===== src/rtl/ext_mem_loader.sv =====
// rtl/ext_mem_loader.sv - byte-stream sequencer for IRAM/DRAM load, run window and DRAM readback
module ext_mem_loader #(
  parameter int SETUP_CYC = 2,
  parameter int WR_HOLD   = 4,
  parameter int RD_WAIT   = 5,
  parameter int ADDR_BASE = 1
) (
  input  logic        clock,
  input  logic        reset_n,
  input  logic [7:0]  rx_data,
  input  logic        rx_valid,
  output logic        rx_ready,
  output logic [7:0]  tx_data,
  output logic        tx_valid,
  input  logic        tx_ready,
  output logic        start,
  output logic        start_2,
  output logic        start_3,
  output logic        start_4,
  output logic [8:0]  addr_ext,
  output logic        iram_write_ext_1,
  output logic        iram_write_ext_2,
  output logic        dram_write_ext,
  output logic        read_en_ext,
  output logic [15:0] Data_in_ins,
  output logic [15:0] Data_in_dram,
  input  logic [15:0] dram_in,
  output logic        busy,
  output logic        err
);

  typedef enum logic [3:0] {
    IDLE, HDR, GET_HI, GET_LO, WR_SETUP, WR_STROBE, WR_NEXT, RUN, RB_RD, RB_TX_HI, RB_TX_LO
  } state_t;

  localparam logic [15:0] SETUP_LAST = 16'(SETUP_CYC - 1);
  localparam logic [15:0] HOLD_LAST  = 16'(WR_HOLD - 1);
  localparam logic [15:0] RD_LAST    = 16'(RD_WAIT - 1);
  localparam logic [15:0] CNT_MAX    = 16'(512 - ADDR_BASE);

  state_t      state, state_n;
  logic [2:0]  cmd, cmd_n;
  logic [1:0]  hdr_cnt, hdr_cnt_n, hdr_last;
  logic [23:0] hdr, hdr_n;
  logic [31:0] hdr_full;
  logic [9:0]  words_left, words_n;
  logic [15:0] cyc, cyc_n;
  logic [23:0] run_cnt, run_n;
  logic [8:0]  addr_n, rb_end, end_n;
  logic [7:0]  data_hi, hi_n;
  logic [15:0] rd_word, rdw_n, ins_n, dram_n;
  logic        err_n, alive, accept, load_mode, wr_phase;

  // alive keeps rx_ready low while reset is held even though state reads IDLE
  assign rx_ready  = alive && (state inside {IDLE, HDR, GET_HI, GET_LO});
  assign accept    = rx_valid && rx_ready;
  assign hdr_full  = {hdr, rx_data};
  assign hdr_last  = (cmd == 3'd4) ? 2'd2 : (cmd == 3'd5) ? 2'd3 : 2'd1;
  assign load_mode = state inside {GET_HI, GET_LO, WR_SETUP, WR_STROBE, WR_NEXT};
  assign wr_phase  = (state == WR_STROBE);

  assign busy             = (state != IDLE);
  assign start            = (state == RUN);
  assign start_2          = load_mode && (cmd != 3'd3);
  assign start_3          = load_mode && (cmd == 3'd3);
  assign start_4          = state inside {RB_RD, RB_TX_HI, RB_TX_LO};
  assign iram_write_ext_1 = wr_phase && (cmd == 3'd1);
  assign iram_write_ext_2 = wr_phase && (cmd == 3'd2);
  assign dram_write_ext   = wr_phase && (cmd == 3'd3);
  assign read_en_ext      = (state == RB_RD);
  assign tx_valid         = state inside {RB_TX_HI, RB_TX_LO};
  assign tx_data          = (state == RB_TX_HI) ? rd_word[15:8] :
                            (state == RB_TX_LO) ? rd_word[7:0] : 8'h00;

  always_comb begin
    state_n   = state;
    cmd_n     = cmd;
    hdr_cnt_n = hdr_cnt;
    hdr_n     = hdr;
    words_n   = words_left;
    cyc_n     = cyc;
    run_n     = run_cnt;
    addr_n    = addr_ext;
    end_n     = rb_end;
    hi_n      = data_hi;
    rdw_n     = rd_word;
    ins_n     = Data_in_ins;
    dram_n    = Data_in_dram;
    err_n     = 1'b0;
    case (state)
      IDLE: if (accept) begin
        if (rx_data >= 8'h01 && rx_data <= 8'h05) begin
          cmd_n     = rx_data[2:0];
          hdr_cnt_n = 2'd0;
          state_n   = HDR;
        end else begin
          err_n = 1'b1;
        end
      end
      HDR: if (accept) begin
        hdr_n     = hdr_full[23:0];
        hdr_cnt_n = hdr_cnt + 2'd1;
        if (hdr_cnt == hdr_last) begin
          state_n = IDLE;
          if (cmd == 3'd4) begin
            run_n = hdr_full[23:0];
            if (hdr_full[23:0] != 24'd0) state_n = RUN;
          end else if (cmd == 3'd5) begin
            if (hdr_full[31:16] > 16'd511 || hdr_full[15:0] > 16'd511) begin
              err_n = 1'b1;
            end else if (hdr_full[31:16] < hdr_full[15:0]) begin
              addr_n  = hdr_full[24:16];
              end_n   = hdr_full[8:0];
              cyc_n   = 16'd0;
              state_n = RB_RD;
            end
          end else if (hdr_full[15:0] > CNT_MAX) begin
            err_n = 1'b1;
          end else if (hdr_full[15:0] != 16'd0) begin
            addr_n  = 9'(ADDR_BASE);
            words_n = hdr_full[9:0];
            state_n = GET_HI;
          end
        end
      end
      GET_HI: if (accept) begin
        hi_n    = rx_data;
        state_n = GET_LO;
      end
      GET_LO: if (accept) begin
        if (cmd == 3'd3) dram_n = {data_hi, rx_data};
        else             ins_n  = {data_hi, rx_data};
        cyc_n   = 16'd0;
        state_n = WR_SETUP;
      end
      WR_SETUP: if (cyc == SETUP_LAST) begin
        cyc_n   = 16'd0;
        state_n = WR_STROBE;
      end else cyc_n = cyc + 16'd1;
      WR_STROBE: if (cyc == HOLD_LAST) begin
        cyc_n   = 16'd0;
        state_n = WR_NEXT;
      end else cyc_n = cyc + 16'd1;
      // The final word leaves addr_ext on the last written address
      WR_NEXT: if (words_left == 10'd1) begin
        state_n = IDLE;
      end else begin
        words_n = words_left - 10'd1;
        addr_n  = addr_ext + 9'd1;
        state_n = GET_HI;
      end
      RUN: if (run_cnt == 24'd1) state_n = IDLE;
           else run_n = run_cnt - 24'd1;
      RB_RD: if (cyc == RD_LAST) begin
        rdw_n   = dram_in;
        state_n = RB_TX_HI;
      end else cyc_n = cyc + 16'd1;
      RB_TX_HI: if (tx_ready) state_n = RB_TX_LO;
      RB_TX_LO: if (tx_ready) begin
        addr_n  = addr_ext + 9'd1;
        cyc_n   = 16'd0;
        state_n = (addr_ext + 9'd1 == rb_end) ? IDLE : RB_RD;
      end
      default: state_n = IDLE;
    endcase
  end

  always_ff @(posedge clock or negedge reset_n) begin
    if (!reset_n) begin
      state        <= IDLE;
      cmd          <= 3'd0;
      hdr_cnt      <= 2'd0;
      hdr          <= 24'd0;
      words_left   <= 10'd0;
      cyc          <= 16'd0;
      run_cnt      <= 24'd0;
      addr_ext     <= 9'd0;
      rb_end       <= 9'd0;
      data_hi      <= 8'd0;
      rd_word      <= 16'd0;
      Data_in_ins  <= 16'd0;
      Data_in_dram <= 16'd0;
      err          <= 1'b0;
      alive        <= 1'b0;
    end else begin
      state        <= state_n;
      cmd          <= cmd_n;
      hdr_cnt      <= hdr_cnt_n;
      hdr          <= hdr_n;
      words_left   <= words_n;
      cyc          <= cyc_n;
      run_cnt      <= run_n;
      addr_ext     <= addr_n;
      rb_end       <= end_n;
      data_hi      <= hi_n;
      rd_word      <= rdw_n;
      Data_in_ins  <= ins_n;
      Data_in_dram <= dram_n;
      err          <= err_n;
      alive        <= 1'b1;
    end
  end

endmodule

===== config.mk =====
export PLATFORM = sky130hd
export DESIGN_NAME = ext_mem_loader
export DESIGN_NICKNAME = d
export VERILOG_FILES = /design/src/rtl/ext_mem_loader.sv
export SDC_FILE = /design/constraint.sdc
export NUM_CORES = 1
export LEC_CHECK = 0
export ABC_AREA = 1
export BUFFER_PORTS_ARGS = -buffer_cell sky130_fd_sc_hd__buf_2
export CORE_UTILIZATION = 45
export DETAILED_ROUTE_END_ITERATION = 7
export GPL_TIMING_DRIVEN = 0
export PLACE_DENSITY = 0.68
export REMOVE_ABC_BUFFERS = 1
export SETUP_SLACK_MARGIN = 0.15
export SYNTH_ARGS = -nofsm -noshare
export SYNTH_HDL_FRONTEND = slang
export SYNTH_SLANG_ARGS = --single-unit

===== constraint.sdc =====
create_clock -name clock -period 2.9 [get_ports clock]
set_input_delay 0.29 -clock clock [delete_from_list [all_inputs] [get_ports clock]]
set_output_delay 0.29 -clock clock [all_outputs]
set_load 0.02 [all_outputs]

==> metrics.txt <==
post-layout min period=~2.6 ns; Synth async-reset ratio=100%; sum of negative setup slack=0 ns; worst skew pair latency=0.44 ns; Yosys top cell area share=44.0%; Avg WL per Cell=~15 µm; CP peak stage delay=0.46 ns; FMAX=391 MHz; IO Count=89; worst hold path type=input pin to register; DRC errors left=0; Initial Utilization=46.2%; Mapped Cells=about 1200; port bufs=88; Synth Warn #=0; fillcell total=approximately 1900; outcome=completed; Pre-antenna DRT Iters=5; grt ovf=0; Post-synth top cells=nand2_1 (349), dfrtp_1 (159), inv_1 (128); Final Instance Area=10400 µm²; crit path cell chain=inv_1 > nand2_1 > nor3_1 > inv_1 > nor4_1 > buf_2; Layout area overhead=14.4%; share of post-route cells with drive strength above 1=14.2%; Initial DRC Count=about 700; Final Power=9.47 mW; HPWL after detailed placement=16.0 mm; Die ar.=between 20000 and 25000 µm²; core area=between 15000 and 20000 µm²; number of synthesized flops with an enable pin=0; pwr dens=915 nW/µm²; Critical Path RT=2.61 ns; clock buffer depth=2; Synth Area per Inst=about 7.5 µm²; GRT Total Usage=23.9%; area of the multi-input gates=4420 µm²; post-synth top area cell=dfrtp_1; largest net degree at the start of global routing=83; reg2reg setup slack=0.37 ns; Least-Margin Pin Slew=0.958 ns; vias after detailed routing=8216; hold path depth=2; clock slew at reported path FFs=0.07 ns; Max stage delay cell, worst path=dfrtp_1; post-place instance area=9700 µm²; antenna violations before repair=1; Reg area=3980 µm²; top post-synthesis cells by area=dfrtp_1 (44%), nand2_1 (14%), o21ai_0 (7.0%), inv_1 (5.3%), nand3_1 (4.6%); Max-slew headroom=a little over a third; worst vdd ir=409 µV; hold slack final=0.0617 ns; R2R cell count=8; Routed WL=23.1 mm; final core occ=a little over half; Mapped Area=between 9000 and 10000 µm²; RSZ-0062 raised after global routing=no; clk_skew=0.0106 ns; number of global-route vias before repair=7556; Setup CP Type=register to output pin; FP Rows=51; nature of the critical path endpoint=output pin; sequential-to-total area share from yosys stat=between 40% and 50%; Final Hold Fails=0; Root Driver=clkbuf_16; max_cap viols=0; CP startpoint kind=register; FF+latch count, synth=between 150 and 200; CTS tree=yes; first-pass GRT wire length=~38 mm; Max Slew Vio Count=0; vias per inst=roughly 5.2; clock sinks=159; Critical Path AT=around 2.3 ns; period utilisation layout=between 80% and 90%; Post-DRT Antenna Nets=0; chip width=approximately 140 µm; die height=144 µm; critical path depth=6; CTS Buf Count=17; Post-synth top flop=dfrtp_1; cell with the most instances after synthesis=nand2_1; Cell variety after synth=45; Top Family by Delay on Critical Path=simple AND/OR/NAND/NOR gates; Leak=5.09 nW; CP Max Fanout=7; final setup violation count=0; net count reported at finish=1336; Clock H-tree levels=4; global placer's final weighted congestion=0.891; Crit path top cell by count=inv_1; Buf/Inv on CP=3
## final timing paths
path                                          to        start
worst max-delay path            iram_write_ext_2     state[3]
worst min-delay path                 rd_word[12]  dram_in[12]
worst max register to register        run_cnt[4]     state[3]
worst min register to register            cyc[4]       cyc[4]
max in group asynchronous               state[1]      reset_n
min in group asynchronous             run_cnt[3]      reset_n
## metrics by stage
| step | setup slack, ns | instances |
|---|---|---|
| after floorplan | -0.114 | 1168 |
| after global placement | -1.02 | 1521 |
| after detailed placement | -0.138 | 1522 |
| after CTS | 0.198 | 1558 |
| after global routing | 0.195 | 1563 |
| final | 0.340 | 1565 |
## layout by cell type, fill, tap and decap left out, types with 2 or more instances in the layout
cell type    n
xor2_1      11
diode_2      2
o21a_1       2
nand3_2      5
nor2_4       7
buf_4        4
clkbuf_16   17
o21ai_1     24
mux2_2       6
clkinv_2     2
inv_8        4
nor3_2       2
nand2_2      5
dfrtp_1    159
inv_6        6
o22ai_1      8
nand4_1     18
a22o_1       8
nor2_2       5
nor3_1       9
nand2_4      2
nor4_1       9
clkinv_8     2
nand3_1     83
mux2_1      10
inv_1      128
nand3b_1     8
or2_2        4
o21ai_0    126
inv_2        7
nor2_1     107
ha_1        23
buf_2       87
a21oi_1     24
o21ai_2     10
nand2_1    348
## area by class of cell
| cell class | instances | share of cell area, % |
|---|---|---|
| Timing Repair Buffer | 94 | 5.00 |
| Clock inverter | 14 | 1.39 |
| Inverter | 138 | 5.04 |
| Antenna cell | 2 | 0.0483 |
| Clock buffer | 18 | 4.15 |
| Sequential cell | 159 | 38.4 |
| Tap cell | 265 | 3.20 |
| Multi-Input combinational cell | 875 | 42.7 |
## worst register-to-register path, delay by kind of cell (launching register included)
family          cells  cell delay (ns)
simple gates        4             1.05
buf+inv             2             0.51
flops               1             0.46
compound gates      2             0.38
## repair_timing
action                                 in CTS  in global routing
buffers inserted                            0                  4
setup endpoints to repair                  25                 29
resized for setup                           2                  1
endpoints found under the hold margin      77                  0
pin swaps                                   2                  3
cloned                                      3                  1
hold buffers                                1                  0
## power breakdown
part | internal (mW) | switching, mW | leakage (nW)
Clock | 1.15 | 1.05 | 0.284
Sequential | 2.92 | 0.629 | 2.02
Combinational | 1.21 | 2.52 | 2.79
## state kept, by name, indices dropped and copies added (netlist names), 2 cells and up
register      cells
rb_end            9
hdr_cnt           2
cmd               3
Data_in_ins      16
cyc              16
words_left       10
hdr              24
addr_ext          9
Data_in_dram     16
rd_word          16
run_cnt          24
state             4
data_hi           8
## cell families after synthesis
| family | after synthesis | synth area share, % |
|---|---|---|
| and+or+nand+nor | 610 | 29.2 |
| AOI/OAI and AO/OA | 210 | 12.9 |
| buffers and inverters | 171 | 7.63 |
| DFF | 159 | 44.0 |
| adders and majority gates | 23 | 3.18 |
| muxes | 16 | 1.99 |
| xor gates and xnor gates | 11 | 1.06 |
| other | 1 | 0.0414 |
## routing by layer
metal | global-route usage [%] | routed length (µm) | vias to the layer above
li1 | - | - | 4081
met1 | 33.0 | 10900 | 3890
met2 | 36.7 | 10600 | 211
met3 | 5.33 | 1230 | 34
met4 | 8.40 | 441 | 0
met5 | 0 | 0 | -
(Power assumes the default switching activity.)
